`config.mk`:
```
export PLATFORM = sky130hd
export DESIGN_NAME = vec_spi_slave
export DESIGN_NICKNAME = d
export VERILOG_FILES = /design/src/rtl/rbz_vec_pkg.sv /design/src/rtl/spi_sync_edge.sv /design/src/rtl/vec_spi_slave.sv
export SDC_FILE = /design/constraint.sdc
export NUM_CORES = 1
export LEC_CHECK = 0
export BUFFER_PORTS_ARGS = -buffer_cell sky130_fd_sc_hd__buf_2
export CORE_ASPECT_RATIO = 0.6
export CORE_UTILIZATION = 25
export CTS_CLUSTER_DIAMETER = 30
export DETAILED_ROUTE_END_ITERATION = 8
export PLACE_DENSITY_LB_ADDON = 0.1
export SLEW_MARGIN = 20
export SYNTH_ARGS = -nofsm -noshare
export SYNTH_HDL_FRONTEND = slang
export SYNTH_SLANG_ARGS = --single-unit
export TNS_END_PERCENT = 5
```
`constraint.sdc`:
```
create_clock -name clk -period 3.4 [get_ports clk]
set_clock_uncertainty 0.1 [all_clocks]
set_input_delay 0.68 -clock clk [delete_from_list [all_inputs] [get_ports clk]]
set_output_delay 0.68 -clock clk [all_outputs]
set_load 0.1 [all_outputs]
```
`src/rtl/rbz_vec_pkg.sv`:
```
// rbz_vec_pkg: view-vector frame constants, reset defaults and field helper
package rbz_vec_pkg;
  localparam int FIELD_W = 16;
  localparam int NUM_FIELDS = 6;
  localparam int FRAME_BITS = FIELD_W * NUM_FIELDS;
  localparam int CNT_W = $clog2(FRAME_BITS + 2);
  localparam int F_PX = 0;
  localparam int F_PY = 1;
  localparam int F_FX = 2;
  localparam int F_FY = 3;
  localparam int F_VX = 4;
  localparam int F_VY = 5;
  localparam logic [FIELD_W-1:0] RST_PX = 16'h0C00;
  localparam logic [FIELD_W-1:0] RST_PY = 16'h0C00;
  localparam logic [FIELD_W-1:0] RST_FX = 16'h0000;
  localparam logic [FIELD_W-1:0] RST_FY = 16'hC000;
  localparam logic [FIELD_W-1:0] RST_VX = 16'h2000;
  localparam logic [FIELD_W-1:0] RST_VY = 16'h0000;
  localparam logic [FRAME_BITS-1:0] RST_FRAME = {RST_PX, RST_PY, RST_FX, RST_FY, RST_VX, RST_VY};
  typedef enum logic {S_IDLE, S_RX} state_t;
  function automatic logic [FIELD_W-1:0] field(input logic [FRAME_BITS-1:0] f, input int i);
    return f[FRAME_BITS-1-FIELD_W*i -: FIELD_W];
  endfunction
endpackage

```
`src/rtl/spi_sync_edge.sv`:
```
// spi_sync_edge: 2-FF synchroniser plus registered stage giving rise/fall pulses
module spi_sync_edge (
  input  logic clk,
  input  logic reset,
  input  logic d,
  output logic q,
  output logic rise,
  output logic fall
);
  logic [2:0] s;
  always_ff @(posedge clk) s <= reset ? 3'b000 : {s[1:0], d};
  assign q = s[1];
  assign rise = s[1] & ~s[2];
  assign fall = ~s[1] & s[2];
endmodule

```
`src/rtl/vec_spi_slave.sv`:
```
// vec_spi_slave: SPI receiver for view vectors, committed to outputs only in vblank
module vec_spi_slave
  import rbz_vec_pkg::*;
(
  input  logic               clk,
  input  logic               reset,
  input  logic               i_ss_n,
  input  logic               i_sclk,
  input  logic               i_mosi,
  input  logic               i_vblank,
  output logic [FIELD_W-1:0] o_player_x,
  output logic [FIELD_W-1:0] o_player_y,
  output logic [FIELD_W-1:0] o_facing_x,
  output logic [FIELD_W-1:0] o_facing_y,
  output logic [FIELD_W-1:0] o_vplane_x,
  output logic [FIELD_W-1:0] o_vplane_y,
  output logic               o_pending,
  output logic               o_commit,
  output logic               o_frame_err
);
  logic ss_n, ss_rise, ss_fall, sclk_q, sclk_rise, sclk_fall, mosi;
  state_t state, state_nx;
  logic armed, pending, commit_q, err_q;
  logic frame_end, frame_ok, do_shift, do_commit, do_arm;
  logic [CNT_W-1:0] cnt;
  logic [FRAME_BITS-1:0] shift, pend_buf, out_q;
  spi_sync_edge u_ss (.clk(clk), .reset(reset), .d(i_ss_n), .q(ss_n), .rise(ss_rise), .fall(ss_fall));
  spi_sync_edge u_sclk (.clk(clk), .reset(reset), .d(i_sclk), .q(sclk_q), .rise(sclk_rise), .fall(sclk_fall));
  spi_sync_edge u_mosi (.clk(clk), .reset(reset), .d(i_mosi), .q(mosi), .rise(), .fall());
  always_comb begin
    do_arm = state == S_IDLE && ss_fall;
    frame_end = state == S_RX && ss_rise;
    state_nx = do_arm ? S_RX : frame_end ? S_IDLE : state;
    frame_ok = frame_end && cnt == CNT_W'(FRAME_BITS);
    do_shift = sclk_rise && !ss_n && armed && cnt != CNT_W'(FRAME_BITS + 1);
    do_commit = i_vblank && pending;
  end
  always_ff @(posedge clk) state <= reset ? S_IDLE : state_nx;
  always_ff @(posedge clk) begin
    if (reset) begin
      armed <= 1'b0;
      pending <= 1'b0;
      cnt <= '0;
      shift <= '0;
      pend_buf <= '0;
      out_q <= RST_FRAME;
      commit_q <= 1'b0;
      err_q <= 1'b0;
    end else begin
      commit_q <= do_commit;
      err_q <= frame_end && !frame_ok;
      if (do_arm) begin
        cnt <= '0;
        armed <= 1'b1;
      end else if (do_shift) begin
        shift <= {shift[FRAME_BITS-2:0], mosi};
        cnt <= cnt + 1'b1;
      end
      if (do_commit) out_q <= pend_buf;
      if (frame_ok) pend_buf <= shift;
      pending <= frame_ok || (pending && !do_commit);
    end
  end
  assign o_player_x = field(out_q, F_PX);
  assign o_player_y = field(out_q, F_PY);
  assign o_facing_x = field(out_q, F_FX);
  assign o_facing_y = field(out_q, F_FY);
  assign o_vplane_x = field(out_q, F_VX);
  assign o_vplane_y = field(out_q, F_VY);
  assign o_pending = pending;
  assign o_commit = commit_q;
  assign o_frame_err = err_q;
endmodule

```
==> impl_metrics.tcl, run 1 <==
set metrics [dict create \
    hold_path.class "in2reg" \
    number_of_i_o_pins 105 \
    gpl.final_weighted_congestion 0.6624 \
    critical_path.cell_chain "inv_1 -> ha_1 -> nand2_4 -> or3_4 -> buf_12 -> a31o_2" \
    grt_overflow_total 0 \
    r2r_start "cnt[0]$_SDFFE_PP0P_" \
    post_synth_main_area_contributors "dfxtp_1, mux2i_1, nand2_1" \
    antenna-diode-count 0 \
    synth_area_leader_cell "dfxtp_1" \
    cp_slowest_cell "or3_4" \
    timing.slew.headroom_pct 41.26 \
    number_of_antenna_violations_at_the_first_check_in_global_routing 0 \
    die-area_um2 45780 \
    maximum_fanout_along_the_worst_path 50 \
    clk_root_buffer_cell "clkbuf_16" \
    setup_tns_ps 0 \
    critical_path.reg2reg.endpoint "pend_buf[52]$_SDFFE_PP0P_" \
    cts_sinks 308 \
    detailed_place_hpwl_um 16570 \
    worst_setup_hold_path_clk_slew_ps 50 \
    max_cap_viol_count 0 \
    cp_delay_by_family_top "simple AND/OR/NAND/NOR gates" \
    chipHeight_um 166.1 \
    syn_area_per_cell_um2 9.728 \
    grt_usage_pct 13.08 \
    ant_nets 0 \
    post_route_cells_drive_above_1_share_pct 24.30 \
    worstPathRequired_ps 3740 \
    critPathArrivalTime_ps 2790 \
    fraction_of_the_yosys_area_taken_by_sequential_cells_pct 54.93 \
    final_net_count 1247 \
    min_from "i_sclk" \
    floorplan.rows 59 \
    tritoncts.num_buffers 66 \
    worstSetupEndpointType "flop" \
    start_kind "flop" \
    worst_setup_path_startpoint "cnt[0]$_SDFFE_PP0P_" \
    detail_route.wirelength_um 29540 \
    cts.htree.levels 3 \
    cts_repair_resize_count 0 \
    ff2ff_setup_slack_ps 950 \
    power.ir.vdd_worst_v 0.0002866 \
    finish.cell_count_without_fillers 1867 \
    leading_cell_type_in_the_layout_fill_and_taps_excluded "dfxtp_1" \
    maxClockFrequency_mhz 408.2 \
    grt_first_pass_wirelength_um 47930 \
    final_cell_mix "dfxtp_1, nand2_1, buf_2" \
    number_of_global_route_vias_before_repair 8796 \
    yosys_warnings 0 \
    cts_tree "built" \
    die_width_um 275.6 \
    max_stage_delay_ps 740 \
    max_slew.worst_pin.slew_ps 881.2 \
    drc_errors 0 \
    critPathKind "reg2reg" \
    dr_total_vias 8633 \
    final-hold-violation-count 0 \
    timing.final.max_slew_violations 0 \
    run_status "finished clean" \
    net_count_of_the_mapped_netlist 1163 \
    syn_to_final_growth_pct 30.08 \
    route.detailed.vias_per_inst 4.624 \
    grt_start_max_net_pins 76 \
    cp_num_cells 6 \
    total_leakage_power_nw 5.289 \
    synthesis.instances 1154 \
    start_util_pct 25.64 \
    clock_latency_ps 560 \
    placed_cells_incl_taps 1749 \
    yosys_register_bits 308 \
    length_in_cells_of_the_worst_reg_to_reg_path 6 \
    final.period_utilization_pct 72.06 \
    netlist_cell_types 34 \
    power_density_nw_per_um2 711.5 \
    endpoint "pend_buf[52]$_SDFFE_PP0P_" \
    yosysTopAreaCellShare_pct 54.93 \
    post-route-min-period_ps 2450 \
    routedWlPerCell_um 15.82 \
    drt_iter0_markers 318 \
    rsz_0062_raised_after_global_routing "false" \
    setup_viol 0 \
    fp.coreArea_um2 43780 \
    number_of_buffers_inserted_by_port_buffering 104 \
    critPathBufInv 2 \
    cts_hold_repair.buffers 0 \
    post-cts-setup-buffer-count 0 \
    clock_tree.buffer_depth 3 \
    post_synth_instance_area_um2 11230 \
    detailedRoute.firstPassIterationCount 4 \
]
==> worst min-delay path by stage <==
stage | endpoint | slack [ps] | cells past startpoint
2_1_floorplan | u_mosi.s[1]$_SDFF_PP0_ | 310 | 1
3_3_place_gp | u_ss.s[1]$_SDFF_PP0_ | 330 | 1
3_5_place_dp | u_ss.s[1]$_SDFF_PP0_ | 320 | 1
4_1_cts | u_sclk.s[0]$_SDFF_PP0_ | 230 | 2
5_1_grt | u_sclk.s[0]$_SDFF_PP0_ | 240 | 2
6_report | u_sclk.s[0]$_SDFF_PP0_ | 270 | 2
==> per-stage QoR <==
stage,instance area [um^2],utilization (%),worst slack [ps],hold slack [ps],power [mW]
detailed placement,12280,28.05,928.2,324.7,3.807
floorplan,11230,-,1126,313.8,3.767
CTS,14600,33.36,908.5,228.9,10.57
finish,14600,33.36,950.1,273.7,10.39
global placement,12280,28.05,932.5,325.2,3.807
global route,14600,33.36,774.9,242.1,10.77
==> cell type report <==
type / count / area [um^2]
timing repair buffer: 123 / 732.0
inverter: 5 / 21.27
multi-input combinational: 734 / 4634
fill: 4533 / 29170
clock inverter: 38 / 498.0
sequential: 308 / 6166
clock buffer: 80 / 1827
tap: 579 / 724.4
==> metal layers <==
layer | GRT usage (%) | vias to the layer above | share of wire, %
met3 | 3.528 | 55 | 4.0
met1 | 18.44 | 4183 | 51
li1 | - | 4279 | -
met5 | 0 | - | 0
met4 | 4.804 | 0 | 2.2
met2 | 18.87 | 116 | 42
==> sequential cells by signal, summed over array words and instances, names as in the netlist <==
register and cells:
state 1, o_pending 1, u_sclk.s 3, pend_buf 96, out_q 96, armed 1
shift 96, cnt 7, o_frame_err 1, o_commit 1, u_mosi.s 2, u_ss.s 3
==> worst register-to-register path, stage by stage, from the launching register on <==
cell and delay [ps]:
dfxtp_1 340, inv_1 90, ha_1 190, nand2_4 270, or3_4 740, buf_12 300
a31o_2 320
==> synthesized netlist by cell type, drive strengths merged <==
library cell / number
nand4bb: 1
nand3: 11
or3b: 1
a21oi: 97
nor3: 3
nand3b: 1
nand2: 199
mux2i: 97
dfxtp: 308
nor4b: 1
buf: 20
or3: 3
o31ai: 2
inv: 5
nand2b: 97
mux2: 1
nor4: 96
ha: 3
a31o: 96
a2111o: 1
o21ai: 4
or4b: 1
a211o: 1
nor3b: 1
nor2b: 7
nor2: 5
or4: 2
and2: 2
clkbuf: 87
a211oi: 1
==> logic make-up (layout without fill, tap and decap cells) <==
group           after synthesis  after routing  synth area share (%)
simple gates                431            431                 19.48
flops                       308            308                 54.93
compound gates              202            202                 12.37
buf+inv                     112            246                 4.135
mux                          98             98                 8.749
fa+ha+maj                     3              3                0.3344
==> power by group <==
part	internal (mW)	switching, mW
combinational	0.0342	0.0744
clock	4.58	2.07
sequential	3.62	0.00283
total	8.24	2.15
Note: power is estimated with default switching activity, not from simulation.
==> run 2, diff against run 1 <==
--- a/config.mk
+++ b/config.mk
@@ -5,6 +5,7 @@
 export SDC_FILE = /design/constraint.sdc
 export NUM_CORES = 1
 export LEC_CHECK = 0
+export ABC_AREA = 1
 export BUFFER_PORTS_ARGS = -buffer_cell sky130_fd_sc_hd__buf_2
 export CORE_ASPECT_RATIO = 0.6
 export CORE_UTILIZATION = 25
==> constraint.sdc (replaced) <==
create_clock -name clk -period 2 [get_ports clk]
set_clock_uncertainty 0.1 [all_clocks]
set_input_delay 0.4 -clock clk [delete_from_list [all_inputs] [get_ports clk]]
set_output_delay 0.4 -clock clk [all_outputs]
set_load 0.1 [all_outputs]
==> run 2 against run 1 <==
First-iteration DRC count up 70%. Hold slack worse by 240 ps. Sequential power up 71%. Non-clock buffer count up 18. Die area up 7.8%. Global-route usage up 0.43 points. Power up 79%. Critical path depth down 5. Critical path type is now reg2out. Critical endpoint is now o_player_y[11]. Largest cell class unchanged. Largest power group unchanged.
==> impl_metrics.tcl, run 2 <==
set metrics [dict create \
    run_status "finished clean" \
    pwr-share-seq_pct 33.2 \
    synthTopCellsByCount "nand2_1, dfxtp_1, nor2_1" \
    synth_flop_cell "dfxtp_1" \
    finalWorstSetupSlack_ps 76.55 \
    post_synth_instance_area_um2 12110 \
    setup_tns_ps 0 \
    post-route-min-period_ps 1923 \
    power_switching_share_pct 21.37 \
    max_cap_viol_count 0 \
    net_count_of_the_mapped_netlist 1700 \
    floorplan.rows 62 \
    detail_route.wirelength_um 32770 \
    number_of_i_o_pins 105 \
    setup_viol 0 \
    grt_usage_pct 13.51 \
    fraction_of_the_yosys_area_taken_by_sequential_cells_pct 50.90 \
    maxClockFrequency_mhz 519.9 \
    async_reset_ff_share_pct 0 \
    start_kind "flop" \
    clk_root_buffer_cell "clkbuf_16" \
    number_of_buffers_inserted_by_port_buffering 104 \
    start_util_pct 25.35 \
    die_width_um 286.2 \
    number_of_antenna_violations_at_the_first_check_in_global_routing 0 \
    total_leakage_power_nw 6.718 \
    cts.htree.levels 3 \
    final-hold-violation-count 0 \
    syn_to_final_growth_pct 32.53 \
    cp_slowest_cell "buf_2" \
    yosys_register_bits 308 \
    preCtsSetupSlack_ps 207.3 \
    grt_overflow_total 0 \
    yosys_warnings 0 \
    tritoncts.num_buffers 69 \
    maximum_fanout_along_the_worst_path 2 \
    final_cell_mix "nand2_1, dfxtp_1, nor2_1, inv_1, nand3_1" \
    clock_latency_ps 580 \
    post_synth_main_area_contributors "dfxtp_1, nand2_1, nor2_1" \
    syn_area_per_cell_um2 7.163 \
    antenna-diode-count 0 \
    critPathArrivalTime_ps 1420 \
    comb_power_share_pct 1.7 \
    seqCellArea_um2 6167 \
    max_stage_delay_ps 460 \
    worstSetupEndpointType "primary output" \
    hold_path.class "in2reg" \
    internal_power_mw 14.63 \
    grt_first_pass_wirelength_um 54570 \
    filler_cell_count 5216 \
    worst_setup_hold_path_clk_slew_ps 50 \
    power.clock.fraction_pct 65.0 \
    clock_tree.buffer_depth 3 \
    cts_sinks 308 \
    ant_nets 0 \
    synth_enable_flop_cells 0 \
    timing.slew.headroom_pct 64.57 \
    power.net_switching_mw 3.979 \
    power.ir.vdd_worst_v 0.0005955 \
    critical_path.cell_chain "buf_2" \
    worstPathRequired_ps 1500 \
    die-area_um2 49360 \
    yosys.cell_count.top_type "nand2_1" \
    synthesis.instances 1691 \
    dr_total_vias 10560 \
    detailedRoute.firstPassIterationCount 4 \
    multi_input_comb_area_um2 4648 \
    top_regs "out_q x96, pend_buf x96, shift x96" \
    fp.coreArea_um2 47790 \
    critPathBufInv 1 \
    fin_util_pct 33.59 \
    leading_cell_type_in_the_layout_fill_and_taps_excluded "nand2_1" \
    rsz_0062_raised_after_global_routing "false" \
    yosysTopAreaCellShare_pct 50.90 \
    post_route_cells_drive_above_1_share_pct 15.94 \
    grt_start_max_net_pins 82 \
    chipHeight_um 172.5 \
    number_of_global_route_vias_before_repair 10490 \
    gpl.final_weighted_congestion 0.7372 \
    synth_area_leader_cell "dfxtp_1" \
    power_density_nw_per_um2 1160 \
    final_net_count 1787 \
    critPathKind "reg2out" \
    detailed_place_hpwl_um 19280 \
    drc_errors 0 \
    route.detailed.vias_per_inst 4.273 \
    cts_tree "built" \
    final.period_utilization_pct 96.17 \
    max_slew.worst_pin.slew_ps 529.5 \
    routedWlPerCell_um 13.26 \
    cp_delay_by_family_top "buffers and inverters" \
    netlist_cell_types 23 \
    drt_iter0_markers 540 \
    timing.final.max_slew_violations 0 \
]
==> run 2: power groups by stage <==
| stage | Combinational [mW] | Clock, mW | Sequential, mW |
|---|---|---|---|
| global route | 0.374 | 12.7 | 6.18 |
| finish | 0.322 | 12.1 | 6.19 |
| floorplan | 0.220 | 0 | 6.30 |
| CTS | 0.335 | 12.4 | 6.18 |
| detailed placement | 0.330 | 0 | 6.30 |
| global placement | 0.329 | 0 | 6.30 |
==> run 2: routing by layer <==
layer  part of all wire [%]  GRT usage (%)  wire [um]
met5                      0              0          0
met4                    2.1          4.679        701
met3                    4.0          3.342       1309
met2                     43          20.44      14200
met1                     51          18.57      16560
==> run 2: layout make-up <==
class	count	share of cell area, %
Clock inverter	41	3.991
Timing Repair Buffer	141	6.906
Tap cell	640	4.988
Inverter	218	5.136
Sequential cell	308	38.42
Multi-Input combinational cell	1040	28.96
Clock buffer	84	11.61
==> run 2: path summary, 6_finish.rpt <==
check	startpoint	end	slack (ps)	cells after the start
hold / removal	i_vblank	o_pending$_SDFF_PP0_	40	4
setup / recovery	out_q[75]$_SDFFE_PP1P_	o_player_y[11]	80	1
setup reg to reg	cnt[0]$_SDFFE_PP0P_	pend_buf[56]$_SDFFE_PP0P_	190	8
hold reg to reg	u_ss.s[0]$_SDFF_PP0_	u_ss.s[1]$_SDFF_PP0_	300	2
==> run 2: metrics by stage <==
stage          power (mW)  cell area [um^2]  instances  hold slack [ps]
2_1_floorplan       6.518             12110       1691            288.3
3_3_place_gp        6.630             13520       2344            295.4
3_5_place_dp        6.630             13520       2344            296.8
4_1_cts             18.94             16050       2472            11.37
5_1_grt             19.29             16050       2472            52.10
6_report            18.61             16050       2472            37.46
==> run 2: timing repair <==
| item | CTS | global route |
|---|---|---|
| hold buffers | 3 | 0 |
| endpoints found under the hold margin | 3 | 0 |
| resized for setup | 0 | 0 |
| buffers inserted | 0 | 0 |
==> run 2: cells by family after synthesis <==
family / after synthesis / synth area share, %
and+or+nand+nor: 836 / 29.28
buffers and inverters: 343 / 11.09
DFF: 308 / 50.90
AOI/OAI and AO/OA: 199 / 8.264
adders and majority gates: 3 / 0.3099
xor gates and xnor gates: 2 / 0.1446
==> run 3, diff against run 2 <==
--- a/config.mk
+++ b/config.mk
@@ -9,9 +9,9 @@
 export BUFFER_PORTS_ARGS = -buffer_cell sky130_fd_sc_hd__buf_2
 export CORE_ASPECT_RATIO = 0.6
 export CORE_UTILIZATION = 25
-export CTS_CLUSTER_DIAMETER = 30
 export DETAILED_ROUTE_END_ITERATION = 8
 export PLACE_DENSITY_LB_ADDON = 0.1
+export SETUP_SLACK_MARGIN = 0.15
 export SLEW_MARGIN = 20
 export SYNTH_ARGS = -nofsm -noshare
 export SYNTH_HDL_FRONTEND = slang
==> run 3 against run 2 <==
Count of clock-buffer cells in the layout is 31 lower. Wire length is 3.2% higher. Sequential power is essentially flat. Global-route usage is 0.42 points lower. Highest routed layer unchanged. Non-clock buffer count increased by 11. Core utilization down 2.4 points. Flip-flop and latch count is the same.
==> impl_metrics.tcl, run 3 (synthesis results as in run 2) <==
set metrics [dict create \
    max_slew.worst_pin.slew_ps 523.4 \
    power_density_nw_per_um2 876.8 \
    drt_iter0_markers 516 \
    critical_path.cell_chain "buf_2" \
    grt_first_pass_wirelength_um 53360 \
    clk_root_buffer_cell "clkbuf_16" \
    clock_tree.buffer_depth 3 \
    cp_slowest_cell "buf_2" \
    final.period_utilization_pct 93.17 \
    fin_util_pct 31.20 \
    drc_errors 0 \
    worstSetupEndpointType "primary output" \
    chipHeight_um 172.5 \
    hold_depth 4 \
    number_of_global_route_vias_before_repair 10100 \
    min_from "i_vblank" \
    placedInstanceArea_um2 13520 \
    post-route-min-period_ps 1863 \
    worst_setup_hold_path_clk_slew_ps 60 \
    timing.final.max_slew_violations 0 \
    critPathBufInv 1 \
    top_regs "out_q x96, pend_buf x96, shift x96" \
    critical_path.reg2reg.endpoint "pend_buf[51]$_SDFFE_PP0P_" \
    grt_start_max_net_pins 82 \
    start_util_pct 25.35 \
    whs_endpoint "o_pending$_SDFF_PP0_" \
    rsz_0062_raised_after_global_routing "true" \
    hold_path.class "in2reg" \
    route.detailed.vias_per_inst 4.287 \
    number_of_i_o_pins 105 \
    run_status "finished clean" \
    max_stage_delay_ps 450 \
    cts_tree "built" \
    final_cell_mix "nand2_1, dfxtp_1, nor2_1, inv_1, nand3_1" \
    detailedRoute.firstPassIterationCount 4 \
    leading_cell_type_in_the_layout_fill_and_taps_excluded "nand2_1" \
    clock_latency_ps 520 \
    antenna-diode-count 0 \
    fin_total_pwr_mw 13.07 \
    dr_total_vias 10370 \
    fp.coreArea_um2 47790 \
    critPathKind "reg2out" \
    die-area_um2 49360 \
    post_route_cells_drive_above_1_share_pct 13.43 \
    floorplan.rows 62 \
    setup_viol 0 \
    critPathArrivalTime_ps 1360 \
    start_kind "flop" \
    maximum_fanout_along_the_worst_path 2 \
    timing.slew.headroom_pct 64.98 \
    total_leakage_power_nw 6.160 \
    tritoncts.num_buffers 36 \
    max_cap_viol_count 0 \
    number_of_antenna_violations_at_the_first_check_in_global_routing 0 \
    ant_nets 0 \
    final.hold.worst_slack_ps 80.37 \
    detailed_place_hpwl_um 19280 \
    grt_overflow_total 0 \
    cp_delay_by_family_top "buffers and inverters" \
    maxClockFrequency_mhz 536.6 \
    length_in_cells_of_the_worst_reg_to_reg_path 6 \
    worstPathRequired_ps 1500 \
    ff2ff_setup_slack_ps 220 \
    detail_route.wirelength_um 33810 \
    r2r_start "u_ss.s[1]$_SDFF_PP0_" \
    grt_usage_pct 13.09 \
    final-hold-violation-count 0 \
    gpl.final_weighted_congestion 0.7372 \
    setup_tns_ps 0 \
    cts.htree.levels 2 \
    final_net_count 1765 \
    postLayoutCellArea_um2 14910 \
    die_width_um 286.2 \
    syn_to_final_growth_pct 23.10 \
    routedWlPerCell_um 13.98 \
    power.ir.vdd_worst_v 0.0004386 \
    number_of_buffers_inserted_by_port_buffering 104 \
    cts_sinks 308 \
]
==> run 3: cell count changes in the layout (fill, tap and decap cells not counted), sizes merged <==
cell / previous run / this run
inv: 224 / 217
clkinvlp: 2 / 0
clkbuf: 84 / 57
bufinv: 13 / 3
clkinv: 20 / 6
buf: 138 / 145
==> run 3: how the worst max path moves through the flow <==
stage | start | end | slack (ps) | cells past startpoint
finish | out_q[75]$_SDFFE_PP1P_ | o_player_y[11] | 140 | 1
global route | out_q[75]$_SDFFE_PP1P_ | o_player_y[11] | 100 | 1
CTS | out_q[75]$_SDFFE_PP1P_ | o_player_y[11] | 80 | 1
detailed placement | cnt[0]$_SDFFE_PP0P_ | pend_buf[56]$_SDFFE_PP0P_ | 210 | 8
global placement | cnt[2]$_SDFFE_PP0P_ | pend_buf[56]$_SDFFE_PP0P_ | 260 | 7
floorplan | o_pending$_SDFF_PP0_ | out_q[58]$_SDFFE_PP0P_ | 160 | 6
==> run 3: layout make-up <==
cell class,count,area (um^2)
flip-flops and latches,308,6168
inverters,218,824.5
repair buffers,152,1294
clock inverters,8,115.1
clock buffers,53,1046
well taps,640,800.8
fillers,5312,32880
multi-input cells,1040,4662
==> run 3: per-stage QoR <==
step	setup WS, ps	std cells
floorplan	161.3	1691
global placement	256.0	2344
detailed placement	207.3	2344
CTS	84.01	2408
global route	98.60	2419
finish	136.5	2419
==> run 3: report_power, final <==
| group | internal, mW | switching [mW] |
|---|---|---|
| logic | 0.101 | 0.223 |
| registers | 6.16 | 0.00966 |
| clock network | 3.99 | 2.59 |
==> run 3: metal layers <==
metal / GRT usage (%) / wire (um) / part of all wire [%]
met1: 18.68 / 17860 / 53
met2: 20.06 / 14200 / 42
met3: 2.666 / 1233 / 3.6
met4: 3.075 / 523 / 1.5
met5: 0 / 0 / 0
==> run 3: worst reg2reg max path, delay by kind of cell (launching register included) <==
family          cells  cell delay [ps]
compound gates      1              180
buf+inv             2              400
simple gates        3              720
flops               1              320
==> run 3: repair_timing <==
action,CTS,global route
endpoints found under the hold margin,3,0
gates cloned,0,6
buffers inserted,0,5
pin swaps,0,1
hold buffers,3,0
gates resized for setup,1,7
endpoints found under the setup margin,5,101
